File: src/rtl/morse_pkg.sv
// Shared types and timing constants for the Morse playback sequencer.
package morse_pkg;

    // Playback phases of the sequencer.
    typedef enum logic [2:0] {
        S_IDLE     = 3'd0,
        S_MARK     = 3'd1,
        S_SYM_GAP  = 3'd2,
        S_LET_GAP  = 3'd3,
        S_WORD_GAP = 3'd4
    } state_t;

    // Durations in Morse time units.
    localparam logic [2:0] DOT_UNITS      = 3'd1;
    localparam logic [2:0] DASH_UNITS     = 3'd3;
    localparam logic [2:0] SYM_GAP_UNITS  = 3'd1;
    localparam logic [2:0] LET_GAP_UNITS  = 3'd3;
    localparam logic [2:0] WORD_GAP_UNITS = 3'd7;

    // Longest letter the table can describe.
    localparam logic [2:0] MAX_SYMS = 3'd5;

    // One letter-table entry: symbol count and symbols, LSB first, 1 = dash.
    typedef struct packed {
        logic [2:0] len;
        logic [4:0] bits;
    } letter_t;

    // Lengths 6 and 7 cannot be represented by five symbol bits; play them as 5.
    function automatic logic [2:0] clamp_len(input logic [2:0] len);
        return (len > MAX_SYMS) ? MAX_SYMS : len;
    endfunction

endpackage

File: src/rtl/morse_unit_timer.sv
// Prescaler producing one unit_tick every UNIT_CYCLES clocks, restartable.
module morse_unit_timer #(
    parameter int UNIT_CYCLES = 12500000
) (
    input  logic clk,
    input  logic rst_n,
    input  logic clr,
    output logic unit_tick
);

    localparam int PW = (UNIT_CYCLES > 1) ? $clog2(UNIT_CYCLES) : 1;
    localparam logic [PW-1:0] LAST = PW'(UNIT_CYCLES - 1);

    logic [PW-1:0] cnt_q;
    logic [PW-1:0] cnt_d;

    // The tick comes straight from the count so a state change that it
    // triggers can clear the count in the same cycle without a loop.
    assign unit_tick = (cnt_q == LAST);

    // Next count: clear on request (state entry) or at the end of a unit.
    always_comb begin
        cnt_d = cnt_q + 1'b1;
        if (clr || unit_tick) begin
            cnt_d = '0;
        end
    end

    // Prescaler register.
    always_ff @(posedge clk or negedge rst_n) begin
        if (!rst_n) begin
            cnt_q <= '0;
        end else begin
            cnt_q <= cnt_d;
        end
    end

endmodule

File: src/rtl/morse_player.sv
// Autonomous Morse sequencer: plays a word from a small letter table on the
// LED with standard Morse timing and loops with a word gap until stopped.
module morse_player
    import morse_pkg::*;
#(
    parameter int UNIT_CYCLES = 12500000,
    parameter int MAX_LETTERS = 8
) (
    input  logic                           clk,
    input  logic                           rst_n,
    input  logic                           cfg_we,
    input  logic [$clog2(MAX_LETTERS)-1:0] cfg_idx,
    input  logic [2:0]                     cfg_len,
    input  logic [4:0]                     cfg_bits,
    input  logic [$clog2(MAX_LETTERS):0]   word_len,
    input  logic                           start,
    input  logic                           stop,
    output logic                           morse_led,
    output logic                           busy,
    output logic [$clog2(MAX_LETTERS)-1:0] letter_idx
);

    localparam int IDX_W = $clog2(MAX_LETTERS);
    localparam int SW    = IDX_W + 1;

    typedef struct packed {
        logic             found;
        logic [IDX_W-1:0] idx;
    } hit_t;

    // Lowest non-empty entry in [from, wlen); empty letters are skipped for free.
    function automatic hit_t find_first(input logic [MAX_LETTERS-1:0] mask,
                                        input logic [SW-1:0]          from,
                                        input logic [SW-1:0]          wlen);
        hit_t h;
        h.found = 1'b0;
        h.idx   = '0;
        for (int j = MAX_LETTERS - 1; j >= 0; j--) begin
            if (mask[j] && (SW'(j) >= from) && (SW'(j) < wlen)) begin
                h.found = 1'b1;
                h.idx   = IDX_W'(j);
            end
        end
        return h;
    endfunction

    letter_t                table_q [MAX_LETTERS];
    logic [MAX_LETTERS-1:0] nz_mask;

    state_t           state_q, state_d;
    logic [2:0]       unit_q, unit_d;
    logic [2:0]       sym_idx_q, sym_idx_d;
    logic [2:0]       cur_len_q, cur_len_d;
    logic [4:0]       cur_bits_q, cur_bits_d;
    logic [IDX_W-1:0] letter_idx_q, letter_idx_d;
    logic [SW-1:0]    wlen_q, wlen_d;
    logic             led_q, led_d;
    logic             busy_q, busy_d;

    logic             unit_tick;
    logic             timer_clr;
    logic             fetch;
    logic [IDX_W-1:0] fetch_idx;
    logic [2:0]       last_unit;
    logic             done;
    hit_t             hit_next;
    hit_t             hit_wrap;
    hit_t             hit_start;

    morse_unit_timer #(
        .UNIT_CYCLES(UNIT_CYCLES)
    ) u_timer (
        .clk      (clk),
        .rst_n    (rst_n),
        .clr      (timer_clr),
        .unit_tick(unit_tick)
    );

    // Letter table: written by firmware, read only when a letter is fetched,
    // so a same-cycle write and fetch of one entry returns the old contents.
    always_ff @(posedge clk or negedge rst_n) begin
        if (!rst_n) begin
            for (int i = 0; i < MAX_LETTERS; i++) begin
                table_q[i] <= '0;
            end
        end else if (cfg_we) begin
            table_q[cfg_idx] <= {cfg_len, cfg_bits};
        end
    end

    for (genvar gi = 0; gi < MAX_LETTERS; gi++) begin : g_nz
        assign nz_mask[gi] = (table_q[gi].len != 3'd0);
    end

    assign hit_next  = find_first(nz_mask, SW'(letter_idx_q) + SW'(1), wlen_q);
    assign hit_wrap  = find_first(nz_mask, '0, wlen_q);
    assign hit_start = find_first(nz_mask, '0, word_len);

    // Last unit index of the current state (duration minus one).
    always_comb begin
        last_unit = 3'd0;
        case (state_q)
            S_MARK:     last_unit = (cur_bits_q[sym_idx_q] ? DASH_UNITS : DOT_UNITS) - 3'd1;
            S_SYM_GAP:  last_unit = SYM_GAP_UNITS - 3'd1;
            S_LET_GAP:  last_unit = LET_GAP_UNITS - 3'd1;
            S_WORD_GAP: last_unit = WORD_GAP_UNITS - 3'd1;
            default:    last_unit = 3'd0;
        endcase
    end

    assign done = unit_tick && (unit_q == last_unit);

    // Next-state, letter fetch and output decode.
    always_comb begin
        state_d      = state_q;
        unit_d       = unit_tick ? unit_q + 3'd1 : unit_q;
        sym_idx_d    = sym_idx_q;
        cur_len_d    = cur_len_q;
        cur_bits_d   = cur_bits_q;
        letter_idx_d = letter_idx_q;
        wlen_d       = wlen_q;
        fetch        = 1'b0;
        fetch_idx    = '0;
        timer_clr    = 1'b0;

        if (stop) begin
            state_d = S_IDLE;
        end else if (start && hit_start.found) begin
            fetch     = 1'b1;
            fetch_idx = hit_start.idx;
            wlen_d    = word_len;
        end else begin
            case (state_q)
                S_MARK: begin
                    if (done) begin
                        if ((sym_idx_q + 3'd1) < cur_len_q) begin
                            state_d   = S_SYM_GAP;
                            sym_idx_d = sym_idx_q + 3'd1;
                        end else if (hit_next.found) begin
                            state_d = S_LET_GAP;
                        end else begin
                            state_d = S_WORD_GAP;
                        end
                    end
                end
                S_SYM_GAP: begin
                    if (done) begin
                        state_d = S_MARK;
                    end
                end
                S_LET_GAP: begin
                    // Re-search here: the table may have been edited during the gap.
                    if (done) begin
                        if (hit_next.found) begin
                            fetch     = 1'b1;
                            fetch_idx = hit_next.idx;
                        end else if (hit_wrap.found) begin
                            fetch     = 1'b1;
                            fetch_idx = hit_wrap.idx;
                        end else begin
                            state_d = S_IDLE;
                        end
                    end
                end
                S_WORD_GAP: begin
                    if (done) begin
                        if (hit_wrap.found) begin
                            fetch     = 1'b1;
                            fetch_idx = hit_wrap.idx;
                        end else begin
                            state_d = S_IDLE;
                        end
                    end
                end
                default: begin
                    state_d = S_IDLE;
                end
            endcase
        end

        if (fetch) begin
            state_d      = S_MARK;
            letter_idx_d = fetch_idx;
            cur_len_d    = clamp_len(table_q[fetch_idx].len);
            cur_bits_d   = table_q[fetch_idx].bits;
            sym_idx_d    = 3'd0;
        end

        // Every state entry (including a restarted MARK) begins a whole unit.
        if (fetch || (state_d != state_q) || (state_q == S_IDLE)) begin
            timer_clr = 1'b1;
            unit_d    = 3'd0;
        end

        led_d  = (state_d == S_MARK);
        busy_d = (state_d != S_IDLE);
    end

    // Sequencer state and registered outputs.
    always_ff @(posedge clk or negedge rst_n) begin
        if (!rst_n) begin
            state_q      <= S_IDLE;
            unit_q       <= 3'd0;
            sym_idx_q    <= 3'd0;
            cur_len_q    <= 3'd0;
            cur_bits_q   <= 5'd0;
            letter_idx_q <= '0;
            wlen_q       <= '0;
            led_q        <= 1'b0;
            busy_q       <= 1'b0;
        end else begin
            state_q      <= state_d;
            unit_q       <= unit_d;
            sym_idx_q    <= sym_idx_d;
            cur_len_q    <= cur_len_d;
            cur_bits_q   <= cur_bits_d;
            letter_idx_q <= letter_idx_d;
            wlen_q       <= wlen_d;
            led_q        <= led_d;
            busy_q       <= busy_d;
        end
    end

    assign morse_led  = led_q;
    assign busy       = busy_q;
    assign letter_idx = letter_idx_q;

endmodule

File: config.mk
export PLATFORM = sky130hd
export DESIGN_NAME = morse_player
export DESIGN_NICKNAME = d
export VERILOG_FILES = /design/src/rtl/morse_pkg.sv /design/src/rtl/morse_unit_timer.sv /design/src/rtl/morse_player.sv
export SDC_FILE = /design/constraint.sdc
export NUM_CORES = 1
export LEC_CHECK = 0
export ABC_AREA = 1
export ABC_CLOCK_PERIOD_IN_PS = 6800
export BUFFER_PORTS_ARGS = -buffer_cell sky130_fd_sc_hd__buf_2
export CAP_MARGIN = 20
export CORE_UTILIZATION = 65
export DETAILED_ROUTE_END_ITERATION = 10
export GPL_TIMING_DRIVEN = 0
export PLACE_DENSITY = 0.83
export SLEW_MARGIN = 5
export SYNTH_ARGS = -nofsm -noshare
export SYNTH_HDL_FRONTEND = slang
export SYNTH_SLANG_ARGS = --single-unit
File: constraint.sdc
create_clock -name clk -period 6.8 [get_ports clk]
set_input_delay 0.34 -clock clk [delete_from_list [all_inputs] [get_ports clk]]
set_output_delay 0.34 -clock clk [all_outputs]
set_load 0.05 [all_outputs]
---- Word-level counts from Yosys, hierarchy flattened ----
Index checks and enable logic that the tools add are counted.
operators by class
  muxes and demuxes ....................... 71
  order comparisons ....................... 30
  div/mod/pow operators ................... 0
  reduce and logical (&&, ||, !) cells .... 54
  bitwise gates (word level) .............. 3
  $mul .................................... 0
  add/subtract/negate cells ............... 5
  equality and inequality tests ........... 10
  shift-type cells ........................ 0
operators by type and width
  kind                                                 number
  2-to-1 mux 4 bit                                     24
  2-to-1 mux 3 bit                                     26
  bitwise mux 64 bit                                   1
  logical AND 1 bit                                    35
  < comparator 3 x 4 -> 1 bit (first input constant)   8
  nonzero test 3 bit                                   9
  adder 24 x 1 -> 24 bit (second input constant)       1
  binary-select mux 8 bit (select 3 bit)               1
  demux 8 bit (select 3 bit)                           1
  == test 24 bit (second input constant)               1
  2-to-1 mux 24 bit                                    1
  2-to-1 mux 8 bit                                     3
  >= comparator 3 x 4 -> 1 bit (first input constant)  4
  < comparator 1 x 4 -> 1 bit (first input constant)   4
  < comparator 2 x 4 -> 1 bit (first input constant)   4
  case mux 3 bit (4 select lines)                      1
  case mux 3 bit (3 select lines)                      1
  >= comparator 1 x 4 -> 1 bit (first input constant)  2
  >= comparator 2 x 4 -> 1 bit (first input constant)  2
  >= comparator 4 bit (second input constant)          2
  2-to-1 mux 1 bit                                     8
  inverter 3 -> 4 bit                                  2
  nonzero test 2 bit                                   4
  adder 3 x 1 -> 3 bit (second input constant)         2
  22 further kinds                                     26
word-level totals
  ROM bits ................................ 0
  bits in latches ......................... 0
  register bits after elaboration ......... 114
  RAM bits ................................ 0
  logic and storage cells ................. 199
  memories kept ........................... 0
  input port bits ......................... 20

---- Longest topological paths before layout ----
Gate-level depths: netlist (run 1).
  depth after elaboration ................. 25
  depth in mapped cells ................... 25

---- By module ----
Synthesis (run 1) repeated with hierarchy kept, for this count alone.
unflattened totals
  cells, all modules ...................... 894
  area total of the unflattened synthesis .. 6548.8 um2
modules (own cells, without submodules)
  module            area an instance (um2)  instances  cells each
  morse_player      5062.4                  1          681
  morse_unit_timer  1486.4                  1          213

---- Least setup slack after synthesis (run 1) ----
Ideal clock, no wire load.
  path type ............................... reg-to-reg
  start ................................... register letter_idx_q[1] (netlist: letter_idx[1])
  end ..................................... register u_timer.cnt_q[19]
  arrival time ............................ 2.683 ns
  library setup time ...................... 0.068 ns
  stages on the path, launching flop included .. 18
  setup slack ............................. 4.049 ns
  path buffers ............................ 1
  data required time ...................... 6.732 ns
  clock period less this slack ............ 2.751 ns
  cells stage by stage .................... dfrtp_1 -> ha_1 -> inv_1 -> nand2_1 -> nand3_2 -> inv_1 -> nand4_1 -> nand2_1 -> nor2_1 -> nand2_1 -> o21ai_1 -> or2_1 -> nand4_1 -> nand2_2 -> xor2_2 -> nand4_4 -> buf_12 -> nor2_4
between the ends
  longest elaborated chain between the ends .. 25
  elaborated cells on any way between the ends .. 53
  those cells by class .................... 1 x add/sub; 8 x order compare; 1 x eq/ne; 24 x mux; 19 x reduce/logical
RTL lines
  element                           RTL line                RTL
  from (decl)                       morse_player.sv:55      logic [IDX_W-1:0] letter_idx_q, letter_idx_d;
  from (signal assigned)            morse_player.sv:217     letter_idx_q <= letter_idx_d;
  adder 3 x 1 -> 4 bit *            morse_player.sv:95      assign hit_next = find_first(nz_mask, SW'(letter_idx_q) + SW'(1), wlen_q);
  >= comparator 3 x 4 -> 1 bit      morse_player.sv:39      if (mask[j] && (SW'(j) >= from) && (SW'(j) < wlen)) begin
  logical AND 1 bit (2 in series)   morse_player.sv:39
  2-to-1 mux 4 bit (7 in series)    morse_player.sv:39
  2-to-1 mux 4 bit *                morse_player.sv:39
  2-to-1 mux 3 bit                  morse_player.sv:139     end else if (hit_next.found) begin
  2-to-1 mux 3 bit                  morse_player.sv:136     if ((sym_idx_q + 3'd1) < cur_len_q) begin
  2-to-1 mux 3 bit                  morse_player.sv:135     if (done) begin
  [... 2 more ...]                  --
  2-to-1 mux 3 bit                  morse_player.sv:126     if (stop) begin
  2-to-1 mux 3 bit                  morse_player.sv:181     if (fetch) begin
  != test 3 bit                     morse_player.sv:190     if (fetch || (state_d != state_q) || (state_q == S_IDLE)) begin
  logical OR 1 bit * (2 in series)  morse_player.sv:190
  2-to-1 mux 1 bit *                morse_player.sv:190
  logical OR 1 bit *                morse_unit_timer.sv:24  if (clr || unit_tick) begin
  2-to-1 mux 24 bit *               morse_unit_timer.sv:24
  via u_timer.cnt_d[19]             morse_unit_timer.sv:15  logic [PW-1:0] cnt_d;
  to (signal assigned)              morse_unit_timer.sv:34  cnt_q <= cnt_d;
  to (decl)                         morse_unit_timer.sv:14  logic [PW-1:0] cnt_q;
Mark *: on every way through the listed nets, which the timed path passes. The rest lies on a longest branch.
A chain may end at the register's enable or synchronous reset.

---- Worst setup path in the final report (run 1) ----
  start ................................... register letter_idx_q[1] (netlist: letter_idx[1])
  end ..................................... register cur_bits_q[4]
between the ends
  longest elaborated chain between the ends .. 21
  elaborated cells on any way between the ends .. 47
  those cells by class .................... 1 x add/sub; 8 x order compare; 21 x mux; 1 x bitwise; 16 x reduce/logical
RTL lines
  element                                               RTL line             RTL
  adder 3 x 1 -> 4 bit *                                morse_player.sv:95
  >= comparator 3 x 4 -> 1 bit                          morse_player.sv:39
  logical AND 1 bit (2 in series)                       morse_player.sv:39
  2-to-1 mux 4 bit (7 in series)                        morse_player.sv:39
  2-to-1 mux 4 bit *                                    morse_player.sv:39
  2-to-1 mux 3 bit                                      morse_player.sv:154  if (hit_next.found) begin
  2-to-1 mux 3 bit                                      morse_player.sv:153  if (done) begin
  case mux 3 bit (2 select lines)                       morse_player.sv:133  case (state_q)
  2-to-1 mux 3 bit                                      morse_player.sv:128  end else if (start && hit_start.found) begin
  2-to-1 mux 3 bit                                      morse_player.sv:126
  inverter 3 -> 4 bit (implied by the code)             morse_player.sv:185  cur_bits_d = table_q[fetch_idx].bits;
  binary-select mux 8 bit (select 3 bit)                morse_player.sv:185
  2-to-1 mux 8 bit (implied by the code) (2 in series)  morse_player.sv:185
  to (signal assigned)                                  morse_player.sv:216  cur_bits_q <= cur_bits_d;
  to (decl)                                             morse_player.sv:54   logic [4:0] cur_bits_q, cur_bits_d;
Every way passes the cells marked *; elsewhere a longest branch is shown, timed or not. The select of a mux whose other input is x is not followed.

==> flow_summary.toml, run 1 <==
[final_layout]
final_cell_area_sq_mm = 0.007630
nets = 946
multi_input_area_sq_mm = 0.003311
synthToLayoutAreaGrowth_pct = 13.92
fillers = 680
post-route-util_pct = 77.35
drive_above_1_share_pct = 15.48
mostFrequentLayoutCells = "nand2_1 (230), dfrtp_1 (114), inv_1 (95), o21ai_0 (92), nor2_1 (82)"
regArea_sq_mm = 0.002853
diodes = 0
layout_commonest_cell = "nand2_1"

[yosys]
synth_edf_count = 0
syn_inst = 874
synthFlopType = "dfrtp_1"
ys_warn_count = 0
synth.avg_cell_area_sq_um = 7.663
async_flop_share_pct = 100.0
netlist-cell-type-count = 47
ys_ff_latch = 114
syn_nets = 902
synth_area_sq_mm = 0.006698
ys_seq_area_share_pct = 42.59

[route]
ant_nets = 0
dr.pass1.iters = 5
vias = 6065
drc_errors = 0
dr.first_iter.drc_count = 577
viasPerCell = 5.706
wl_per_cell_microns = 15.70
drt-total-wl_mm = 16.69

[sta]
drv_slew = 0
rsz0062_at_grt = "no"
relSlewSlack_pct = 28.37
fin_skew_ps = 8.515
setup_violations = 0
hold_viol = 0
max_slew.worst_pin.slew_ps = 1066
tns_ps = 0
layout_setup_ws_ps = 3754
fmax_mhz = 328.3
period_minus_slack_ps = 3046
period_share_pct = 44.80

[critical_path]
crit_fanout = 10
path_cells = "ha_1 > inv_1 > nand2_1 > nand3_2 > nand2_1 > nand2_1 > o21ai_1 > nor2_1 > inv_1 > nor2_2 > nor2_1 > nand2_1 > nand2_1 > nand2_1 > nand2_1 > nand2_2 > clkbuf_2 > o21ai_0 > o22ai_1 > nand2_1 > nand3_1"
critPathTopFamily = "simple AND/OR/NAND/NOR gates"
cpMostUsedCell = "nand2_1"
critPathBufInv = 3
critPathLaunch = "letter_idx[1]"
required_ps = 7260
regToRegStartpoint = "letter_idx[1]"
critPathMaxStageDelay_ps = 460
worstPathArrival_ps = 3510
cp_slowest_cell = "dfrtp_1"
cp-start-kind = "flip-flop"
critPathKind = "reg2reg"
cp-end-kind = "flip-flop"

[floorplanning]
die_w_microns = 103.5
coreArea_sq_mm = 0.009864
die_h_microns = 103.5
dieArea_sq_mm = 0.01071
rows = 36
start_util_pct = 67.90
io_pins = 25

[job]
drv_cap = 0

[global_routing]
grt_antenna_before_repair = 0
grt_pass1_vias = 5956
grt_pass1_wl_mm = 28.11
grt-ovfl-total = 0
grt_util_all_layers_pct = 33.26
grt_max_degree = 68

[worst_hold_path]
min_from = "cfg_len[0]"
holdCritPathClass = "in2reg"

[clock_tree]
ctsResizeCount = 0
hold_buffers = 1
clock-sinks = 114
clockBufferDepth = 2
root_buffer = "clkbuf_8"
post_cts.repair.setup_buffers = 0
insertion_delay_ps = 520
cts_tree = "yes"
cts_buffers = 17
clk_pin_slew_ps = 60
htreeDepth = 4

[power]
powerDensity_mw_per_mm2 = 295.5
total_power_mw = 2.255
peakVddDrop_mv = 0.2177
power.leakage_nw = 3.569

[placed_design]
dp_hpwl_mm = 11.83
gp_congestion = 0.8913
detailed_place.area_sq_mm = 0.007013
port_buffers = 23
place_ws_ps = 3847

[run_status]
status = "finished clean"
-- synthesized netlist by cell type, types with 2 or more instances --
library cell	instances	area [sq um]
nand2_1	230	863.3
dfrtp_1	114	2853
inv_1	95	356.6
o21ai_0	92	460.4
nor2_1	82	307.8
nand3_1	62	310.3
nor2_4	24	270.3
a21oi_1	16	80.08
nand2_2	12	75.07
nand4_1	12	75.07
o21ai_1	11	55.05
xor2_1	11	96.34
inv_2	10	37.54
nor3_1	10	50.05
o22ai_1	10	62.56
clkbuf_1	9	33.78
ha_1	8	100.1
nor2_2	8	50.05
buf_2	5	25.02
nand3_2	4	40.04
o21ai_2	4	35.03
xnor2_1	4	35.03
a31oi_1	3	18.77
nand2_4	3	33.78
nor3_2	3	30.03
nor3_4	3	48.80
o211ai_1	3	22.52
a21oi_2	2	17.52
buf_12	2	40.04
buf_6	2	22.52
clkinv_1	2	7.510
nand3_4	2	35.03
nor4_1	2	12.51
-- per-layer routing --
layer	GRT usage (%)	wire length, microns	vias to the layer above
met5	0	0	-
met4	12.73	272	0
met3	7.678	1088	30
met2	56.04	8498	229
met1	41.66	6832	2896
li1	-	-	2910
-- through the flow --
step / hold slack (ps) / instances
after CTS: 30.85 / 1063
after detailed placement: 305.4 / 1031
after global placement: 460.4 / 1030
final: 46.30 / 1063
after global routing: 37.84 / 1063
after floorplan: 44.41 / 874
-- layout make-up --
class | count | area share, %
Clock buffer | 21 | 5.887
Sequential cell | 114 | 37.39
Inverter | 108 | 5.346
Timing Repair Buffer | 25 | 2.083
Tap cell | 133 | 2.181
Multi-Input combinational cell | 633 | 43.39
Buffer | 19 | 1.656
Clock inverter | 10 | 2.066
-- sequential cells by signal (all words and copies together) (netlist names) --
| signal | cells |
|---|---|
| unit_q | 3 |
| cur_len_q | 3 |
| sym_idx_q | 3 |
| letter_idx | 3 |
| u_timer.cnt_q | 24 |
| cur_bits_q | 5 |
| busy | 1 |
| table_q | 64 |
| state_q | 3 |
| wlen_q | 4 |
| morse_led | 1 |
-- tightest hold or removal path, delay by kind of cell --
family          cells  cell delay, ps
compound gates      1              60
buf+inv             1              90
simple gates        1              40
-- power breakdown --
group          switching (mW)  total (mW)  leakage [nW]  internal, mW
clock network           0.303       0.912         0.290         0.610
registers              0.0687       0.844          1.47         0.776
logic                   0.337       0.498          1.81         0.161
total                   0.708        2.25          3.57          1.55
-- path summary, 6_finish.rpt --
kind / endpoint / depth (start not counted) / slack, ps
worst min register to register: table_q[50] / 2 / 480
max in group asynchronous: table_q[19] / 3 / 5800
worst min-delay path: table_q[5] / 3 / 50
worst max-delay path: cur_bits_q[4] / 21 / 3750
min in group asynchronous: busy / 2 / 330
worst max register to register: cur_bits_q[4] / 21 / 3750
-- logic make-up after synthesis --
family / after synthesis / share of synthesized area, %
compound gates: 146 / 12.03
xor+xnor: 16 / 2.204
fa+ha+maj: 8 / 1.495
buf+inv: 127 / 7.977
flops: 114 / 42.59
simple gates: 463 / 33.70
Power figures use the tool's default switching activity.
==> inputs of run 2 (changes only) <==
Settings changed: ABC_CLOCK_PERIOD_IN_PS 6800 to 2500, CORE_UTILIZATION 65 to 56, PLACE_DENSITY 0.83 to 0.76.
Clock period 6.8 ns to 2.5 ns, I/O delays scaled along.
==> run 2 against run 1 <==
Effect of this change:
- the flow now finishes with violations (design-rule violations, negative setup slack)
- global-route usage fell by 3.5 points
- sequential share of layout area fell by 4.4 points
- die area increased by 16%
- clock skew shrank 0.71 ps
- maximum frequency increased by 4.6%
- first-iteration DRC count shrank 1.4%
- critical endpoint is now u_timer.cnt_q[20]
- largest power group unchanged
==> flow_summary.toml, run 2 (synthesis results as in run 1) <==
[critical_path]
r2r_cells = 20
cp-start-kind = "flip-flop"
required_ps = 2850
crit_fanout = 5
cp-end-kind = "flip-flop"
critPathKind = "reg2reg"
worstPathArrival_ps = 3260

[power]
power.leakage_nw = 3.979
internal_power_mw = 4.289
p_seq_share_pct = 36.4
clockPowerShare_pct = 37.5
peakVddDrop_mv = 0.6525
powerDensity_mw_per_mm2 = 732.6
swShare_pct = 32.45
p_sw_mw = 2.060
pwr-share-comb_pct = 26.1

[floorplanning]
coreArea_sq_mm = 0.01152
die_h_microns = 111.4
rows = 39
die_w_microns = 111.4
dieArea_sq_mm = 0.01240
start_util_pct = 58.16
io_pins = 25

[clock_tree]
clk_pin_slew_ps = 50
clockBufferDepth = 2
cts_tree = "yes"
cts_buffers = 17
clock-sinks = 114
htreeDepth = 4
root_buffer = "clkbuf_16"
insertion_delay_ps = 420

[global_routing]
grt_pass1_vias = 6120
grt_max_degree = 81
grt_util_all_layers_pct = 29.72
grt_antenna_before_repair = 0
grt-ovfl-total = 0
grt_pass1_wl_mm = 29.01

[final_layout]
layout_commonest_cell = "nand2_1"
diodes = 0
largest_reg_flops = 64
post-route-util_pct = 75.25
reg_top3 = "table_q: 64 flops, u_timer.cnt_q: 24 flops, cur_bits_q: 5 flops"
drive_above_1_share_pct = 27.96
instances_no_fill = 1130
nets = 1003
mostFrequentLayoutCells = "nand2_1 (214), dfrtp_1 (111), inv_1 (88), o21ai_0 (77), nor2_1 (66)"
top_register = "table_q"
synthToLayoutAreaGrowth_pct = 29.39

[placed_design]
place_ws_ps = -447.5
place_inst = 1041
dp_hpwl_mm = 11.18
port_buffers = 23
gp_congestion = 0.8661

[sta]
setup_violations = 39
fmax_mhz = 343.5
layout_setup_ws_ps = -411.0
fin_skew_ps = 7.804
relSlewSlack_pct = 43.60
rsz0062_at_grt = "yes"
max_slew.worst_pin.slew_ps = 839.5
period_share_pct = 116.4
hold_viol = 0
drv_slew = 0
period_minus_slack_ps = 2911

[run_status]
violations = "design-rule violations, negative setup slack"
status = "complete, but fails checks"

[route]
drc_errors = 4
ant_nets = 0
dr.first_iter.drc_count = 569
dr.pass1.iters = 8
drt-total-wl_mm = 18.40
vias = 6414
wl_per_cell_microns = 16.29
viasPerCell = 5.676

[worst_hold_path]
holdCritPathClass = "in2reg"
min_path_cells = 3

[job]
drv_cap = 0
[run 2: cell types whose count changed in the layout (fill, tap and decap cells not counted), moves of 9 or more]
cell,change
buf_6,+14
buf_4,+35
nand2_1,-16
nor2_1,-16
nand2_2,+14
o21ai_0,-15
nor2_4,+9
[run 2: final cells by class]
| type | instances | area, sq um |
|---|---|---|
| fillers | 772 | 2850 |
| repair buffers | 81 | 714.4 |
| multi-input cells | 634 | 3719 |
| flip-flops and latches | 114 | 2856 |
| clock buffers | 22 | 474.2 |
| clock inverters | 9 | 105.1 |
| plain buffers | 19 | 193.9 |
| inverters | 108 | 424.2 |
| well taps | 143 | 178.9 |
[run 2: power groups by stage]
| stage | clock [mW] | combinational (mW) | sequential [mW] |
|---|---|---|---|
| finish | 2.38 | 1.66 | 2.31 |
| detailed placement | 0 | 1.31 | 2.32 |
| CTS | 2.38 | 1.56 | 2.30 |
| global placement | 0 | 1.28 | 2.31 |
| floorplan | 0 | 0.953 | 2.32 |
| global route | 2.48 | 1.84 | 2.34 |
[run 2: timing repair]
action                     CTS  global route
hold buffers                 6             0
setup buffers               29            16
setup endpoints to repair   39            42
cloned                       6             1
hold endpoints to repair    39             0
resized for setup           90            54
pin swaps                   32            24
[run 2: per-layer routing]
layer / routed length [microns] / global-route usage (%)
met1: 7628 / 38.60
met2: 9071 / 48.54
met3: 1157 / 5.988
met4: 546 / 13.06
met5: 0 / 0
[run 2: path summary, 6_finish.rpt]
path / from / end / slack, ps
setup / recovery: u_timer.cnt_q[0] / u_timer.cnt_q[20] / -410
hold / removal: word_len[3] / wlen_q[3] / 30
setup reg to reg: u_timer.cnt_q[0] / u_timer.cnt_q[20] / -410
hold reg to reg: cur_len_q[1] / cur_len_q[1] / 480
max in group asynchronous: rst_n / letter_idx[0] / 1620
min in group asynchronous: rst_n / table_q[9] / 160
[run 2: per-stage QoR]
step / hold slack, ps / total power, mW / setup TNS, ps / area, sq um
detailed placement: 35.99 / 3.634 / -9914 / 7062
floorplan: -170.6 / 3.275 / -485.9 / 6734
global placement: 350.3 / 3.594 / -15650 / 7028
finish: 28.49 / 6.349 / -12130 / 8666
CTS: 18.20 / 6.244 / -5289 / 8313
global route: 52.41 / 6.661 / -17690 / 8666
[run 2: critical path, stage by stage, from the launching register on]
cell and delay, ps:
dfrtp_1 400, ha_4 170, nand2_4 60, nor2_4 130, buf_4 120, nand2_1 60
nor2_2 150, nand3_4 90, nor2_4 150, buf_6 120, nand3_4 90, nor2_4 110
inv_1 80, nand2_2 70, nand4_1 120, nand2_2 140, xor2_2 210, nand4_4 140
buf_6 180, buf_12 140, nor2_4 90
==> inputs of run 3 (changes only) <==
Settings changed: CELL_PAD_IN_SITES_DETAIL_PLACEMENT from default to 1, CELL_PAD_IN_SITES_GLOBAL_PLACEMENT from default to 1, CORE_UTILIZATION 56 to 42, PLACE_DENSITY 0.76 to default, PLACE_DENSITY_LB_ADDON from default to 0.1.
==> run 3 against run 2 <==
Effect of this change:
- the flow finishes with violations (negative setup slack)
- sequential share of layout area decreased by 1.9 points
- first-iteration DRC count decreased by 47%
- clock skew increased by 13 ps
- final area increased by 6.3%
- core utilization decreased by 15 points
- global-route usage decreased by 0.62 points
- setup slack improved by 22 ps
- cell count increased by 7.6%
- clock power increased by 5%
- sequential power about the same
- largest power group unchanged
==> flow_summary.toml, run 3 (synthesis results as in run 1) <==
[run_status]
status = "complete, but fails checks"
violations = "negative setup slack"

[sta]
drv_slew = 0
fmax_mhz = 346.2
setup_violations = 37
period_minus_slack_ps = 2889
tns_ps = -11610
relSlewSlack_pct = 26.74
layout_setup_ws_ps = -388.8
period_share_pct = 115.6
hold_viol = 0
fin_skew_ps = 20.39
max_slew.worst_pin.slew_ps = 1090
rsz0062_at_grt = "yes"

[final_layout]
diodes = 0
top_register = "table_q"
reg_top3 = "table_q: 64 flops, u_timer.cnt_q: 24 flops, cur_bits_q: 5 flops"
mostFrequentLayoutCells = "nand2_1 (193), dfrtp_1 (107), inv_1 (84), o21ai_0 (81), nor2_1 (61)"
layout_commonest_cell = "nand2_1"
nets = 1020
drive_above_1_share_pct = 34.43
synthToLayoutAreaGrowth_pct = 37.53
post-route-util_pct = 59.93
largest_reg_flops = 64
final_cell_area_sq_mm = 0.009211
instances_no_fill = 1216

[placed_design]
gp_congestion = 0.8416
detailed_place.area_sq_mm = 0.007147
port_buffers = 23
dp_hpwl_mm = 13.89
place_inst = 1109

[route]
dr.pass1.iters = 4
drt-total-wl_mm = 23.34
dr.first_iter.drc_count = 303
drc_errors = 0
ant_nets = 0
wl_per_cell_microns = 19.19
vias = 6514
viasPerCell = 5.357

[clock_tree]
root_buffer = "clkbuf_16"
insertion_delay_ps = 430
cts_tree = "yes"
clock-sinks = 114
clockBufferDepth = 2
cts_buffers = 17
htreeDepth = 4
clk_pin_slew_ps = 60

[worst_hold_path]
holdCritPathClass = "in2reg"
min_from = "word_len[0]"

[floorplanning]
die_h_microns = 128.3
io_pins = 25
rows = 45
dieArea_sq_mm = 0.01646
die_w_microns = 128.3
coreArea_sq_mm = 0.01537
start_util_pct = 43.57

[critical_path]
cp-start-kind = "flip-flop"
cp-end-kind = "flip-flop"
regToRegStartpoint = "table_q[63]"
crit_fanout = 5
critPathLaunch = "table_q[63]"
worstPathArrival_ps = 3250
critPathKind = "reg2reg"
required_ps = 2870

[global_routing]
grt_pass1_wl_mm = 36.39
grt_util_all_layers_pct = 29.11
grt-ovfl-total = 0
grt_max_degree = 80
grt_antenna_before_repair = 0
grt_pass1_vias = 7006

[power]
peakVddDrop_mv = 0.5507
power.leakage_nw = 4.162
powerDensity_mw_per_mm2 = 744.0

[job]
drv_cap = 0
==> run 3: worst max-delay path: stages, from the launching register on <==
cell and delay [ps]:
dfrtp_1 400, nor2_1 130, nand2_1 170, nand2_1 170, nand2_1 120, nor2_1 190
nand2_1 170, nand2_2 140, nor3_4 60, nor3_4 190, buf_4 160, nand2_2 100
xor2_4 240, nand4_4 170, buf_12 180, buf_12 140, nor2_4 70
==> run 3: worst paths after layout <==
| check | slack, ps | cells after the start | to |
|---|---|---|---|
| setup / recovery | -390 | 16 | u_timer.cnt_q[20] |
| hold / removal | 30 | 3 | wlen_q[0] |
| setup reg to reg | -390 | 16 | u_timer.cnt_q[20] |
| hold reg to reg | 480 | 2 | cur_len_q[1] |
| max in group asynchronous | 1590 | 3 | table_q[6] |
| min in group asynchronous | 180 | 2 | u_timer.cnt_q[3] |
==> run 3: through the flow <==
step | hold WS (ps) | setup WS [ps] | total power [mW]
floorplan | -170.6 | -22.78 | 3.275
global placement | 344.0 | -485.2 | 3.638
detailed placement | 56.29 | -545.2 | 3.709
CTS | 21.83 | -194.2 | 6.653
global route | 68.44 | -510.8 | 7.158
finish | 34.66 | -388.8 | 6.853
==> run 3: where the power goes <==
group          internal [mW]  leakage [nW]  switching (mW)
clock                   1.53         0.283           0.958
sequential              2.11          1.46           0.224
combinational          0.776          2.42            1.25
==> run 3: metal layers <==
layer	track usage [%]	wire, microns	up-vias	part of all wire, %
met1	34.27	9831	3258	42
met5	0	0	-	0
met2	51.48	12070	132	52
li1	-	-	3069	-
met3	5.593	775	55	3.3
met4	12.53	663	0	2.8
==> run 3: cell type report <==
class	count	area, sq um
buffer	19	217.7
clock buffer	19	452.9
clock inverter	13	151.4
fill	1837	6160
inverter	108	426.7
multi-input combinational	635	3974
sequential	114	2861
tap	211	264.0
timing repair buffer	97	863.3
==> run 3: timing repair <==
action / 4_1_cts / 5_1_grt
cloned: 6 / 1
gates resized for setup: 127 / 78
pin swaps: 45 / 35
hold endpoints to repair: 41 / 0
setup buffers: 41 / 21
endpoints found under the setup margin: 42 / 44
hold buffers: 7 / 0
